## src/rtl/haze_pkg.sv

```systemverilog
// Constants, types and ROM-content helper shared by the haze-removal
// blocks: the TE subtractor and scene recovery.
package haze_pkg;

  localparam int PIX_W      = 8;
  localparam int T_W        = 16;
  localparam int LUT_ADDR_W = 8;
  localparam int RECIP_FRAC = 14;
  localparam int RECIP_W    = 16;
  localparam int DIFF_W     = PIX_W + 1;          // I - A, signed -255..255
  localparam int PROD_W     = 25;                 // d * recip, signed
  localparam int SUM_W      = 12;                 // q + A, signed

  localparam logic [T_W-1:0] T0  = 16'd21299;     // 0.325 in Q0.16
  localparam logic [T_W-1:0] ONE = 16'd65535;

  // The first ROM entry that a clamped transmission can address
  localparam int RECIP_K_MIN = int'(T0 >> (T_W - LUT_ADDR_W));

  // Reciprocal of the bucket centre, Q2.14. Addresses below the clamp
  // bound can never be reached, so they hold the first reachable value.
  function automatic logic [RECIP_W-1:0] recip_entry(input int k);
    longint unsigned kk;
    longint unsigned den;
    kk  = (k < RECIP_K_MIN) ? longint'(RECIP_K_MIN) : longint'(k);
    den = kk * 256 + 128;
    return RECIP_W'((64'd1 << 30) / den);
  endfunction

endpackage

```

## src/rtl/scene_recovery_te_if.sv

```systemverilog
// Pixel bus for the scene-recovery stage.
// Handshake: a transfer happens on a rising clk edge where valid && ready.
// A producer may change data only after a transfer or while valid is low;
// a stalled output (valid && !ready) keeps valid and data stable.
interface scene_recovery_te_if;
  import haze_pkg::*;

  logic             in_valid;
  logic             in_ready;
  logic [T_W-1:0]   in_t;
  logic [PIX_W-1:0] in_r;
  logic [PIX_W-1:0] in_g;
  logic [PIX_W-1:0] in_b;
  logic [PIX_W-1:0] a_r;
  logic [PIX_W-1:0] a_g;
  logic [PIX_W-1:0] a_b;
  logic             out_valid;
  logic             out_ready;
  logic [PIX_W-1:0] out_r;
  logic [PIX_W-1:0] out_g;
  logic [PIX_W-1:0] out_b;

  // Producer/consumer side of the block (testbench or neighbouring stages)
  modport master (
    output in_valid, in_t, in_r, in_g, in_b, a_r, a_g, a_b, out_ready,
    input  in_ready, out_valid, out_r, out_g, out_b
  );

  // The recovery block itself
  modport slave (
    input  in_valid, in_t, in_r, in_g, in_b, a_r, a_g, a_b, out_ready,
    output in_ready, out_valid, out_r, out_g, out_b
  );

endinterface

```

## src/rtl/recip_rom_te.sv

```systemverilog
// 256 x 16 reciprocal ROM, registered output, holds when en is low.
module recip_rom_te
  import haze_pkg::*;
(
  input  logic                  clk,
  input  logic                  en,
  input  logic [LUT_ADDR_W-1:0] addr,
  output logic [RECIP_W-1:0]    data
);

  logic [RECIP_W-1:0] rom [2**LUT_ADDR_W];

  // Contents are elaboration-time constants from the reciprocal formula
  for (genvar k = 0; k < 2**LUT_ADDR_W; k++) begin : g_rom
    assign rom[k] = recip_entry(k);
  end

  // Synchronous read, frozen together with the rest of the pipeline
  always_ff @(posedge clk) begin
    if (en) data <= rom[addr];
  end

endmodule

```

## src/rtl/scene_recovery_te.sv

```systemverilog
// Scene radiance recovery: J = (I - A) / max(T, T0) + A per channel.
// Four-stage pipeline, one pixel per clock, global stall on out_ready.
module scene_recovery_te
  import haze_pkg::*;
(
  input  logic               clk,
  input  logic               rst,
  scene_recovery_te_if.slave bus
);

  logic adv;
  assign adv          = !bus.out_valid || bus.out_ready;
  assign bus.in_ready = adv;

  logic [PIX_W-1:0] a_v [3];
  logic [PIX_W-1:0] i_v [3];
  assign a_v[0] = bus.a_r;
  assign a_v[1] = bus.a_g;
  assign a_v[2] = bus.a_b;
  assign i_v[0] = bus.in_r;
  assign i_v[1] = bus.in_g;
  assign i_v[2] = bus.in_b;

  // ROM address of the clamped transmission; below T0 it is T0's bucket
  logic [LUT_ADDR_W-1:0] addr_c;
  assign addr_c = (bus.in_t < T0) ? T0[T_W-1 -: LUT_ADDR_W]
                                  : bus.in_t[T_W-1 -: LUT_ADDR_W];

  logic                     v1, v2, v3, v4;
  logic [LUT_ADDR_W-1:0]    addr1;
  logic [PIX_W-1:0]         i1 [3];
  logic signed [DIFF_W-1:0] d2 [3];
  logic [RECIP_W-1:0]       recip2;
  logic signed [PROD_W-1:0] p3 [3];
  logic [PIX_W-1:0]         o4 [3];
  logic signed [SUM_W-1:0]  j_c [3];
  logic [PIX_W-1:0]         sat_c [3];

  // Stage valid flags: bubbles travel as zeros, reset flushes everything
  always_ff @(posedge clk) begin
    if (rst) begin
      v1 <= 1'b0;
      v2 <= 1'b0;
      v3 <= 1'b0;
      v4 <= 1'b0;
    end else if (adv) begin
      v1 <= bus.in_valid;
      v2 <= v1;
      v3 <= v2;
      v4 <= v3;
    end
  end

  // Stages 1-3 datapath: capture, difference, multiply by reciprocal
  always_ff @(posedge clk) begin
    if (adv) begin
      addr1 <= addr_c;
      for (int c = 0; c < 3; c++) begin
        i1[c] <= i_v[c];
        d2[c] <= $signed({1'b0, i1[c]}) - $signed({1'b0, a_v[c]});
        p3[c] <= PROD_W'($signed(d2[c]) * $signed({1'b0, recip2}));
      end
    end
  end

  recip_rom_te u_recip_rom (
    .clk  (clk),
    .en   (adv),
    .addr (addr1),
    .data (recip2)
  );

  // Stage 4 combinational: round, shift back to pixel scale, add A, clamp
  always_comb begin
    for (int c = 0; c < 3; c++) begin
      j_c[c] = SUM_W'((p3[c] + 25'sd8192) >>> RECIP_FRAC)
             + $signed({4'b0000, a_v[c]});
      if (j_c[c] < 0)
        sat_c[c] = '0;
      else if (j_c[c] > 12'sd255)
        sat_c[c] = 8'd255;
      else
        sat_c[c] = j_c[c][PIX_W-1:0];
    end
  end

  // Output register: cleared by reset, held while stalled
  always_ff @(posedge clk) begin
    if (rst) begin
      for (int c = 0; c < 3; c++) o4[c] <= '0;
    end else if (adv) begin
      for (int c = 0; c < 3; c++) o4[c] <= sat_c[c];
    end
  end

  assign bus.out_valid = v4;
  assign bus.out_r     = o4[0];
  assign bus.out_g     = o4[1];
  assign bus.out_b     = o4[2];

endmodule

```

## src/flat_wrapper.sv

```systemverilog
// flat-port wrapper written by rule: the top's interface ports become plain ports
module scene_recovery_te_flat import haze_pkg::*;
  (clk, rst, bus_in_valid, bus_in_t, bus_in_r, bus_in_g, bus_in_b, bus_a_r, bus_a_g, bus_a_b, bus_out_ready, bus_in_ready, bus_out_valid, bus_out_r, bus_out_g, bus_out_b);
  scene_recovery_te_if bus_i ();
  input  logic clk;
  input  logic rst;
  input wire logic [$bits(bus_i.in_valid)-1:0] bus_in_valid;
  input wire logic [$bits(bus_i.in_t)-1:0] bus_in_t;
  input wire logic [$bits(bus_i.in_r)-1:0] bus_in_r;
  input wire logic [$bits(bus_i.in_g)-1:0] bus_in_g;
  input wire logic [$bits(bus_i.in_b)-1:0] bus_in_b;
  input wire logic [$bits(bus_i.a_r)-1:0] bus_a_r;
  input wire logic [$bits(bus_i.a_g)-1:0] bus_a_g;
  input wire logic [$bits(bus_i.a_b)-1:0] bus_a_b;
  input wire logic [$bits(bus_i.out_ready)-1:0] bus_out_ready;
  output wire logic [$bits(bus_i.in_ready)-1:0] bus_in_ready;
  output wire logic [$bits(bus_i.out_valid)-1:0] bus_out_valid;
  output wire logic [$bits(bus_i.out_r)-1:0] bus_out_r;
  output wire logic [$bits(bus_i.out_g)-1:0] bus_out_g;
  output wire logic [$bits(bus_i.out_b)-1:0] bus_out_b;
  assign bus_i.in_valid = bus_in_valid;
  assign bus_i.in_t = bus_in_t;
  assign bus_i.in_r = bus_in_r;
  assign bus_i.in_g = bus_in_g;
  assign bus_i.in_b = bus_in_b;
  assign bus_i.a_r = bus_a_r;
  assign bus_i.a_g = bus_a_g;
  assign bus_i.a_b = bus_a_b;
  assign bus_i.out_ready = bus_out_ready;
  assign bus_in_ready = bus_i.in_ready;
  assign bus_out_valid = bus_i.out_valid;
  assign bus_out_r = bus_i.out_r;
  assign bus_out_g = bus_i.out_g;
  assign bus_out_b = bus_i.out_b;
  scene_recovery_te u_core (.clk(clk), .rst(rst), .bus(bus_i));
endmodule
```

## config.mk

```make
export PLATFORM = sky130hd
export DESIGN_NAME = scene_recovery_te_flat
export DESIGN_NICKNAME = d
export VERILOG_FILES = /design/src/rtl/haze_pkg.sv /design/src/rtl/scene_recovery_te_if.sv /design/src/rtl/recip_rom_te.sv /design/src/rtl/scene_recovery_te.sv /design/src/flat_wrapper.sv
export SDC_FILE = /design/constraint.sdc
export NUM_CORES = 1
export LEC_CHECK = 0
export BUFFER_PORTS_ARGS = -buffer_cell sky130_fd_sc_hd__buf_2
export CORE_MARGIN = 8
export CORE_UTILIZATION = 26
export DETAILED_ROUTE_END_ITERATION = 16
export SLEW_MARGIN = 25
export SYNTH_ARGS = -nofsm -noshare
export SYNTH_HDL_FRONTEND = slang
export SYNTH_SLANG_ARGS = --single-unit
```

## constraint.sdc

```tcl
create_clock -name clk -period 6.2 [get_ports clk]
set_input_delay 1.24 -clock clk [delete_from_list [all_inputs] [get_ports clk]]
set_output_delay 1.24 -clock clk [all_outputs]
set_load 0.005 [all_outputs]
```

==> impl_metrics.json, run 1 <==
{
  "clock.fmax_mhz": 177.7,
  "antenna_found_initial": 1,
  "slew_viol_final": 0,
  "netlist_area_um2": 23250,
  "die-area_um2": 99250,
  "vias": 17860,
  "path_clk_slew_ps": 70,
  "ys_warn_count": 0,
  "postCtsResizedCells": 0,
  "synthAdderAreaFrac": 0.3934,
  "cp_max_fo": 17,
  "grt_max_degree": 67,
  "core_um2": 88510,
  "finalCritPeriodShare": 0.9077,
  "drt_iter0_markers": 1434,
  "cts_setup_buffers": 0,
  "drc_errors": 0,
  "place_congestion": 0.9515,
  "routed_wirelength_um": 60110,
  "synth_compound_area_frac": 0.1319,
  "cp_cell_sequence": "buf_4 > nand2_1 > fa_1 > inv_1 > fa_1 > fa_1 > fa_1 > fa_1 > ha_1 > nand4_1 > nor3_1 > o311a_1 > o21ai_1 > o21ai_0 > a21oi_1 > xnor2_1",
  "hold_buffers": 0,
  "relSlewSlack": 0.3576,
  "cp-end-kind": "flip-flop",
  "tightest_slew_ps": 963.7,
  "rsz0062_at_grt": "no",
  "ys_seq_area_frac": 0.1778,
  "syn_inst": 2503,
  "dieHeight_um": 315.0,
  "start_util": 0.2627,
  "clockRootBuffer": "clkbuf_16",
  "fin_worst_skew_ps": 17.47,
  "synth-async-reset-ratio": 0,
  "status": "finished, final reports clean",
  "yosys.area.top_type": "fa_1",
  "vias_per_cell": 4.817,
  "finalCriticalPeriod_ps": 5627,
  "synth_edf_count": 135,
  "grt_pass1_wl_um": 99580,
  "syn_area_per_cell_um2": 9.289,
  "synthMuxAreaShare": 0.01222,
  "tns_ps": 0,
  "area_delta_synth_final_pct": 10.02,
  "portBuffers": 93,
  "yosys.cell_types.count": 83,
  "path_buf_inv": 2,
  "maxCapViolations": 0,
  "synth-xor-area-share": 0.04106,
  "numCtsBuffers": 17,
  "yosys.area_share.simple": 0.1743,
  "crit_required_ps": 6420,
  "track_usage": 0.1238,
  "n_antenna_cell": 0,
  "ant_nets": 0,
  "hpwlAfterDp_um": 46470,
  "post-synth-top-count-cell": "fa_1",
  "synth_ff_type": "edfxtp_1",
  "hold_class": "reg -> reg",
  "synth_top_family_by_area": "adder cells",
  "finalSetupViolCount": 0,
  "synth.net_count": 3122,
  "rows": 109,
  "final-hold-violation-count": 0,
  "overflow": 0,
  "critPathArrivalTime_ps": 5850,
  "cts_tree": "done",
  "path_delay_family": "adder cells",
  "cts_buffer_depth": 2,
  "first_pass_iters": 5,
  "die_x_um": 315.0,
  "critPathKind": "reg -> reg",
  "synth-seq-cells": 139,
  "drive_gt1_frac": 0.07707,
  "ctsHtreeMaxLevel": 4,
  "cts_sinks": 139,
  "yosys-top-cells-area": "fa_1, edfxtp_1, ha_1",
  "max_stage_delay_ps": 820,
  "clock_latency_ps": 480,
  "fin_nets": 3149,
  "yosysTopAreaCellShare": 0.2583,
  "synth_common_cells": "fa_1, inv_1, nand2_1, ha_1, and2_1",
  "avgRoutedWirePerCell_um": 16.21,
  "grt_pass1_vias": 18670,
  "crit_slowest_cell": "edfxtp_1",
  "start_kind": "flip-flop",
  "cp_common_cell": "fa_1",
  "io_pins": 94
}
[worst min-delay path: cells and delay by family, from the launching register on]
kind / cells / cell delay [ps]
AND/OR/NAND/NOR: 1 / 50
flip-flops: 1 / 310
AO/OA/AOI/OAI: 1 / 50
[cells by family (layout without fill, tap and decap cells)]
family / Yosys count / after routing
mux: 18 / 18
xor+xnor: 109 / 109
compound gates: 468 / 468
fa+ha+maj: 551 / 551
flops: 139 / 139
buf+inv: 414 / 454
simple gates: 804 / 804
[stage by stage]
step	instance area, µm²	hold WS, ps	utilization	setup WS (ps)	std cells
after floorplan	23250	426.0	-	974.7	2503
after CTS	25580	459.3	0.2890	547.4	3708
after global routing	25580	493.8	0.2890	288.1	3708
after detailed placement	24970	447.6	0.2821	584.8	3676
after global placement	24970	441.3	0.2821	677.6	3676
final	25580	455.3	0.2890	572.5	3708
[registers in the layout, indices dropped and copies added, names as in the netlist]
signal	flops
u_core.p3	36
u_core.d2	27
u_core.addr1	8
u_core.v2	1
u_core.o4	24
u_core.u_recip_rom.data	16
u_core.i1	24
u_core.v3	1
u_core.v1	1
u_core.bus.out_valid	1
[final cells by class]
type / count / area [µm²]
Fill cell: 9250 / 62930
Multi-Input combinational cell: 1950 / 17510
Sequential cell: 139 / 4134
Tap cell: 1165 / 1458
Inverter: 287 / 1082
Timing Repair Buffer: 135 / 793.3
Clock buffer: 17 / 425.4
Clock inverter: 15 / 180.2
[layer usage]
layer	routed length (µm)	up-vias	track usage
li1	-	8432	-
met1	26270	8820	0.1610
met2	29450	520	0.2114
met3	3134	90	0.01951
met4	1256	0	0.03663
met5	0	-	0
[worst paths after layout]
kind | from | endpoint | slack (ps) | cells after the start
setup reg to reg | u_core.u_recip_rom.data[8] | u_core.p3[0][19] | 570 | 16
hold / removal | u_core.v1 | u_core.v1 | 460 | 2
setup / recovery | u_core.u_recip_rom.data[8] | u_core.p3[0][19] | 570 | 16
hold reg to reg | u_core.v1 | u_core.v1 | 460 | 2
[layout by cell type, fill, tap and decap left out, types with 5 or more instances in the layout]
cell type,n
a211oi_1,17
a21boi_0,5
a21o_1,32
a21oi_1,107
a22oi_1,5
a311oi_1,11
a31oi_1,17
and2_1,215
and3_1,8
buf_2,93
buf_4,41
clkbuf_16,17
edfxtp_1,135
fa_1,300
ha_1,251
inv_1,285
inv_6,5
inv_8,5
mux2i_1,7
mux4_2,8
nand2_1,278
nand2b_1,32
nand3_1,28
nand4_1,14
nor2_1,104
nor2b_1,66
nor3_1,25
o211ai_1,20
o21a_1,30
o21ai_0,111
o21ai_1,8
o21bai_1,11
o22ai_1,13
o311ai_0,5
o31ai_1,15
or2_1,6
or3_1,5
xnor2_1,63
xor2_1,46
Power of run 1 is left out: the tool's default activity adds up to more than one toggle a clock period on the data nets, which glitch-free logic cannot reach.
==> run 2: changes to the inputs <==
--- a/config.mk
+++ b/config.mk
@@ -7,7 +7,7 @@
 export LEC_CHECK = 0
 export BUFFER_PORTS_ARGS = -buffer_cell sky130_fd_sc_hd__buf_2
 export CORE_MARGIN = 8
-export CORE_UTILIZATION = 26
+export CORE_UTILIZATION = 46
 export DETAILED_ROUTE_END_ITERATION = 16
 export SLEW_MARGIN = 25
 export SYNTH_ARGS = -nofsm -noshare
==> run 2 against run 1 <==
  * Cell count decreased by 13%
  * Utilization increased by 21 points
  * Clock-buffer cell count unchanged
  * Worst setup slack got worse by 26 ps
==> impl_metrics.json, run 2 (synthesized netlist as in run 1, its figures left out) <==
{
  "status": "finished, final reports clean",
  "avgRoutedWirePerCell_um": 18.81,
  "grt_pass1_wl_um": 99680,
  "reg_top3": "u_core.p3 x36, u_core.d2 x27",
  "max_stage_delay_ps": 790,
  "finalCriticalPeriod_ps": 5653,
  "routed_wirelength_um": 60570,
  "clock_latency_ps": 490,
  "antenna_found_initial": 1,
  "place_congestion": 0.9414,
  "final_cell_mix": "fa_1, inv_1, nand2_1, ha_1, and2_1",
  "numCtsBuffers": 17,
  "worstSetupStartpoint": "u_core.u_recip_rom.data[6]",
  "tns_ps": 0,
  "core_um2": 50070,
  "hold_class": "reg -> reg",
  "dpl-instance-area_um2": 24400,
  "path_clk_slew_ps": 60,
  "reg2reg_from": "u_core.u_recip_rom.data[6]",
  "fin_worst_skew_ps": 13.45,
  "stdcell_area_um2": 24990,
  "start_util": 0.4644,
  "critPathArrivalTime_ps": 5890,
  "finalCritPeriodShare": 0.9118,
  "drive_gt1_frac": 0.07846,
  "worstSetupEndpoint": "u_core.p3[0][74]",
  "cp_common_cell": "fa_1",
  "vias_per_cell": 5.636,
  "area_delta_synth_final_pct": 7.470,
  "rsz0062_at_grt": "no",
  "finalSetupViolCount": 0,
  "die_x_um": 240.8,
  "grt_pass1_vias": 19080,
  "final-hold-violation-count": 0,
  "clockRootBuffer": "clkbuf_16",
  "maxCapViolations": 0,
  "track_usage": 0.2157,
  "portBuffers": 93,
  "cts_tree": "done",
  "regArea_um2": 4134,
  "first_pass_iters": 6,
  "largest_register": "u_core.p3",
  "crit_required_ps": 6440,
  "fillers": 4780,
  "dieHeight_um": 240.8,
  "hold_path_depth": 2,
  "fin_nets": 3155,
  "multiInputGateArea_um2": 17510,
  "largest_reg_flops": 36,
  "worstHoldStart": "u_core.v1",
  "overflow": 0,
  "cts_sinks": 139,
  "final_common_cell": "fa_1",
  "hold_buffers": 0,
  "drc_errors": 0,
  "die-area_um2": 57990,
  "relSlewSlack": 0.2553,
  "grt_max_degree": 81,
  "clock.fmax_mhz": 176.9,
  "io_pins": 94,
  "crit_slowest_cell": "edfxtp_1",
  "tightest_slew_ps": 1113,
  "postCtsResizedCells": 0,
  "slew_viol_final": 0,
  "drt_iter0_markers": 1240,
  "ant_nets": 0,
  "final_core_utilization": 0.4991,
  "cts_buffer_depth": 2,
  "cp-end-kind": "flip-flop",
  "cp_max_fo": 17,
  "vias": 18150,
  "rows": 82,
  "start_kind": "flip-flop",
  "r2r_cells": 17,
  "r2r-end": "u_core.p3[0][74]",
  "cp_cell_sequence": "nand2_1 > fa_1 > inv_1 > fa_1 > inv_1 > fa_1 > inv_1 > fa_1 > fa_1 > ha_1 > nand4b_1 > or3_4 > a2111oi_4 > nor2_1 > o21ai_1 > a31oi_1 > xnor2_1",
  "n_antenna_cell": 0,
  "critPathKind": "reg -> reg",
  "cts_setup_buffers": 0,
  "rrSetupSlack_ps": 550,
  "hpwlAfterDp_um": 46370,
  "ctsHtreeMaxLevel": 4
}
==> run 2: cell count changes in the layout (fill, tap and decap cells not counted), sizes merged <==
cell,previous run,this run
clkinvlp,1,2
buf,135,141
clkinv,4,6
inv,297,292
bufinv,0,2
==> run 2: layer usage <==
metal / track usage / wire, µm / part of all wire / up-vias
met5: 0 / 0 / 0 / -
met4: 0.07656 / 1944 / 0.032 / 0
met3: 0.03585 / 3225 / 0.053 / 122
met2: 0.3634 / 28990 / 0.48 / 521
met1: 0.2788 / 26410 / 0.44 / 9066
li1: - / - / - / 8443
==> run 2: area by class of cell <==
type,instances,share of cell area
sequential,139,0.1654
clock inverter,15,0.006510
timing repair buffer,141,0.03355
tap,672,0.03365
clock buffer,17,0.01703
multi-input combinational,1950,0.7006
inverter,287,0.04321
==> run 2: how the worst min path moves through the flow <==
stage / slack [ps] / to
after global placement: 440 / u_core.v1
after detailed placement: 450 / u_core.v1
after floorplan: 430 / u_core.v1
after CTS: 460 / u_core.v1
after global routing: 480 / u_core.v1
final: 460 / u_core.v2
==> run 2: stage by stage <==
stage          hold slack [ps]  std cells  worst slack [ps]
3_5_place_dp             451.7       3189             588.9
4_1_cts                  464.5       3221             566.1
6_report                 464.5       3221             546.7
5_1_grt                  481.8       3221             259.4
2_1_floorplan            426.0       2503             974.7
3_3_place_gp             438.7       3189             644.9
==> run 2: worst max-delay path, delay by kind of cell, from the launching register on <==
family,cells,cell delay (ps)
adders and majority gates,6,2760
buffers and inverters,3,170
and+or+nand+nor,4,830
AOI/OAI and AO/OA,3,730
xor gates and xnor gates,1,130
DFF,1,790
Power of run 2 is left out for the same reason.
==> run 3: changes to the inputs <==
--- a/config.mk
+++ b/config.mk
@@ -5,10 +5,10 @@
 export SDC_FILE = /design/constraint.sdc
 export NUM_CORES = 1
 export LEC_CHECK = 0
-export BUFFER_PORTS_ARGS = -buffer_cell sky130_fd_sc_hd__buf_2
 export CORE_MARGIN = 8
 export CORE_UTILIZATION = 46
 export DETAILED_ROUTE_END_ITERATION = 16
+export DONT_BUFFER_PORTS = 1
 export SLEW_MARGIN = 25
 export SYNTH_ARGS = -nofsm -noshare
 export SYNTH_HDL_FRONTEND = slang
==> run 3 against run 2 <==
  * Design area down 1.9%
  * Critical path depth unchanged
  * Die area unchanged
  * Highest routed layer unchanged
  * Sequential share of layout area up 0.33 points
  * Via count down 1.6%
  * Largest cell class unchanged
  * Worst hold slack worse by 16 ps
==> impl_metrics.json, run 3 (synthesized netlist as in run 1, its figures left out) <==
{
  "cts_sinks": 139,
  "reg2reg_from": "u_core.u_recip_rom.data[7]",
  "core_um2": 50070,
  "n_antenna_cell": 0,
  "grt_pass1_wl_um": 98890,
  "critPathArrivalTime_ps": 5990,
  "tightest_slew_ps": 950.2,
  "hold_class": "reg -> reg",
  "worstHoldStart": "u_core.v3",
  "slew_viol_final": 0,
  "hold_buffers": 0,
  "fin_nets": 3061,
  "cp_max_fo": 17,
  "place_congestion": 0.9518,
  "tns_ps": 0,
  "cts_tree": "done",
  "final-hold-violation-count": 0,
  "final_cell_mix": "fa_1, inv_1, nand2_1, ha_1, and2_1",
  "final_common_cell": "fa_1",
  "path_buf_inv": 3,
  "crit_required_ps": 6430,
  "postCtsResizedCells": 0,
  "cp-end-kind": "flip-flop",
  "antenna_found_initial": 0,
  "path_delay_family": "adder cells",
  "path_clk_slew_ps": 60,
  "finalSetupViolCount": 0,
  "ctsHtreeMaxLevel": 4,
  "critPathKind": "reg -> reg",
  "track_usage": 0.2145,
  "cts_setup_buffers": 0,
  "fin_worst_skew_ps": 14.28,
  "ant_nets": 0,
  "crit_slowest_cell": "edfxtp_1",
  "vias": 17860,
  "final_core_utilization": 0.4894,
  "avgRoutedWirePerCell_um": 19.29,
  "die-area_um2": 57990,
  "cts_buffer_depth": 2,
  "relSlewSlack": 0.3642,
  "routed_wirelength_um": 60320,
  "rsz0062_at_grt": "no",
  "start_kind": "flip-flop",
  "grt_pass1_vias": 18810,
  "numCtsBuffers": 17,
  "drt_iter0_markers": 1306,
  "cp_common_cell": "fa_1",
  "finalCritPeriodShare": 0.9279,
  "clock_latency_ps": 490,
  "start_util": 0.4644,
  "reg_top3": "u_core.p3 x36, u_core.d2 x27",
  "cp_cell_sequence": "nand2_1 > fa_1 > inv_1 > fa_1 > inv_1 > fa_1 > inv_1 > fa_1 > fa_1 > ha_1 > nand4b_1 > or3_4 > a2111oi_4 > nor2_1 > o21ai_1 > a31oi_1 > xnor2_1",
  "clockRootBuffer": "clkbuf_16",
  "first_pass_iters": 6,
  "status": "finished, final reports clean",
  "grt_max_degree": 62,
  "drc_errors": 0,
  "clock.fmax_mhz": 173.8,
  "max_stage_delay_ps": 830,
  "area_delta_synth_final_pct": 5.382,
  "hpwlAfterDp_um": 45550,
  "io_pins": 94,
  "rows": 82,
  "dieHeight_um": 240.8,
  "largest_register": "u_core.p3",
  "vias_per_cell": 5.710,
  "largest_reg_flops": 36,
  "drive_gt1_frac": 0.04318,
  "die_x_um": 240.8,
  "portBuffers": 0,
  "worstSetupStartpoint": "u_core.u_recip_rom.data[7]",
  "maxCapViolations": 0,
  "overflow": 0,
  "finalCriticalPeriod_ps": 5753
}
-- run 3: changes by cell type in the layout (fill, tap and decap cells not counted), sizes merged --
cell,before,now
buf,141,47
inv,292,293
clkbuf,17,18
clkinv,6,4
-- run 3: tightest hold or removal path: cells and delay by family, from the launching register on --
kind	cells	cell delay [ps]
flops	1	310
simple gates	1	50
compound gates	1	50
-- run 3: per-stage QoR --
stage	cell area [µm²]	setup WS (ps)	hold slack (ps)	std cells
after CTS	24500	452.9	447.0	3127
after global routing	24500	152.5	461.8	3127
after global placement	23910	535.3	433.0	3095
after detailed placement	23910	465.1	437.4	3095
final	24500	446.9	448.7	3127
after floorplan	23250	974.7	426.0	2503
-- run 3: final timing paths --
path | to | slack (ps) | cells past startpoint
worst min-delay path | u_core.v3 | 450 | 2
worst min register to register | u_core.v3 | 450 | 2
worst max register to register | u_core.p3[0][74] | 450 | 17
worst max-delay path | u_core.p3[0][74] | 450 | 17
-- run 3: final cells by class --
class / instances / area [µm²]
repair buffers: 47 / 352.8
clock buffers: 18 / 429.2
well taps: 672 / 840.8
clock inverters: 14 / 158.9
fillers: 4745 / 25570
multi-input cells: 1950 / 17510
flip-flops and latches: 139 / 4134
inverters: 287 / 1080
-- run 3: routing by layer --
metal | vias to the layer above | global-route usage | wire length, µm
li1 | 8258 | - | -
met1 | 8809 | 0.2785 | 25820
met2 | 641 | 0.3539 | 28740
met3 | 147 | 0.03939 | 3805
met4 | 0 | 0.08295 | 1958
met5 | - | 0 | 0
Power of run 3 is left out for the same reason.
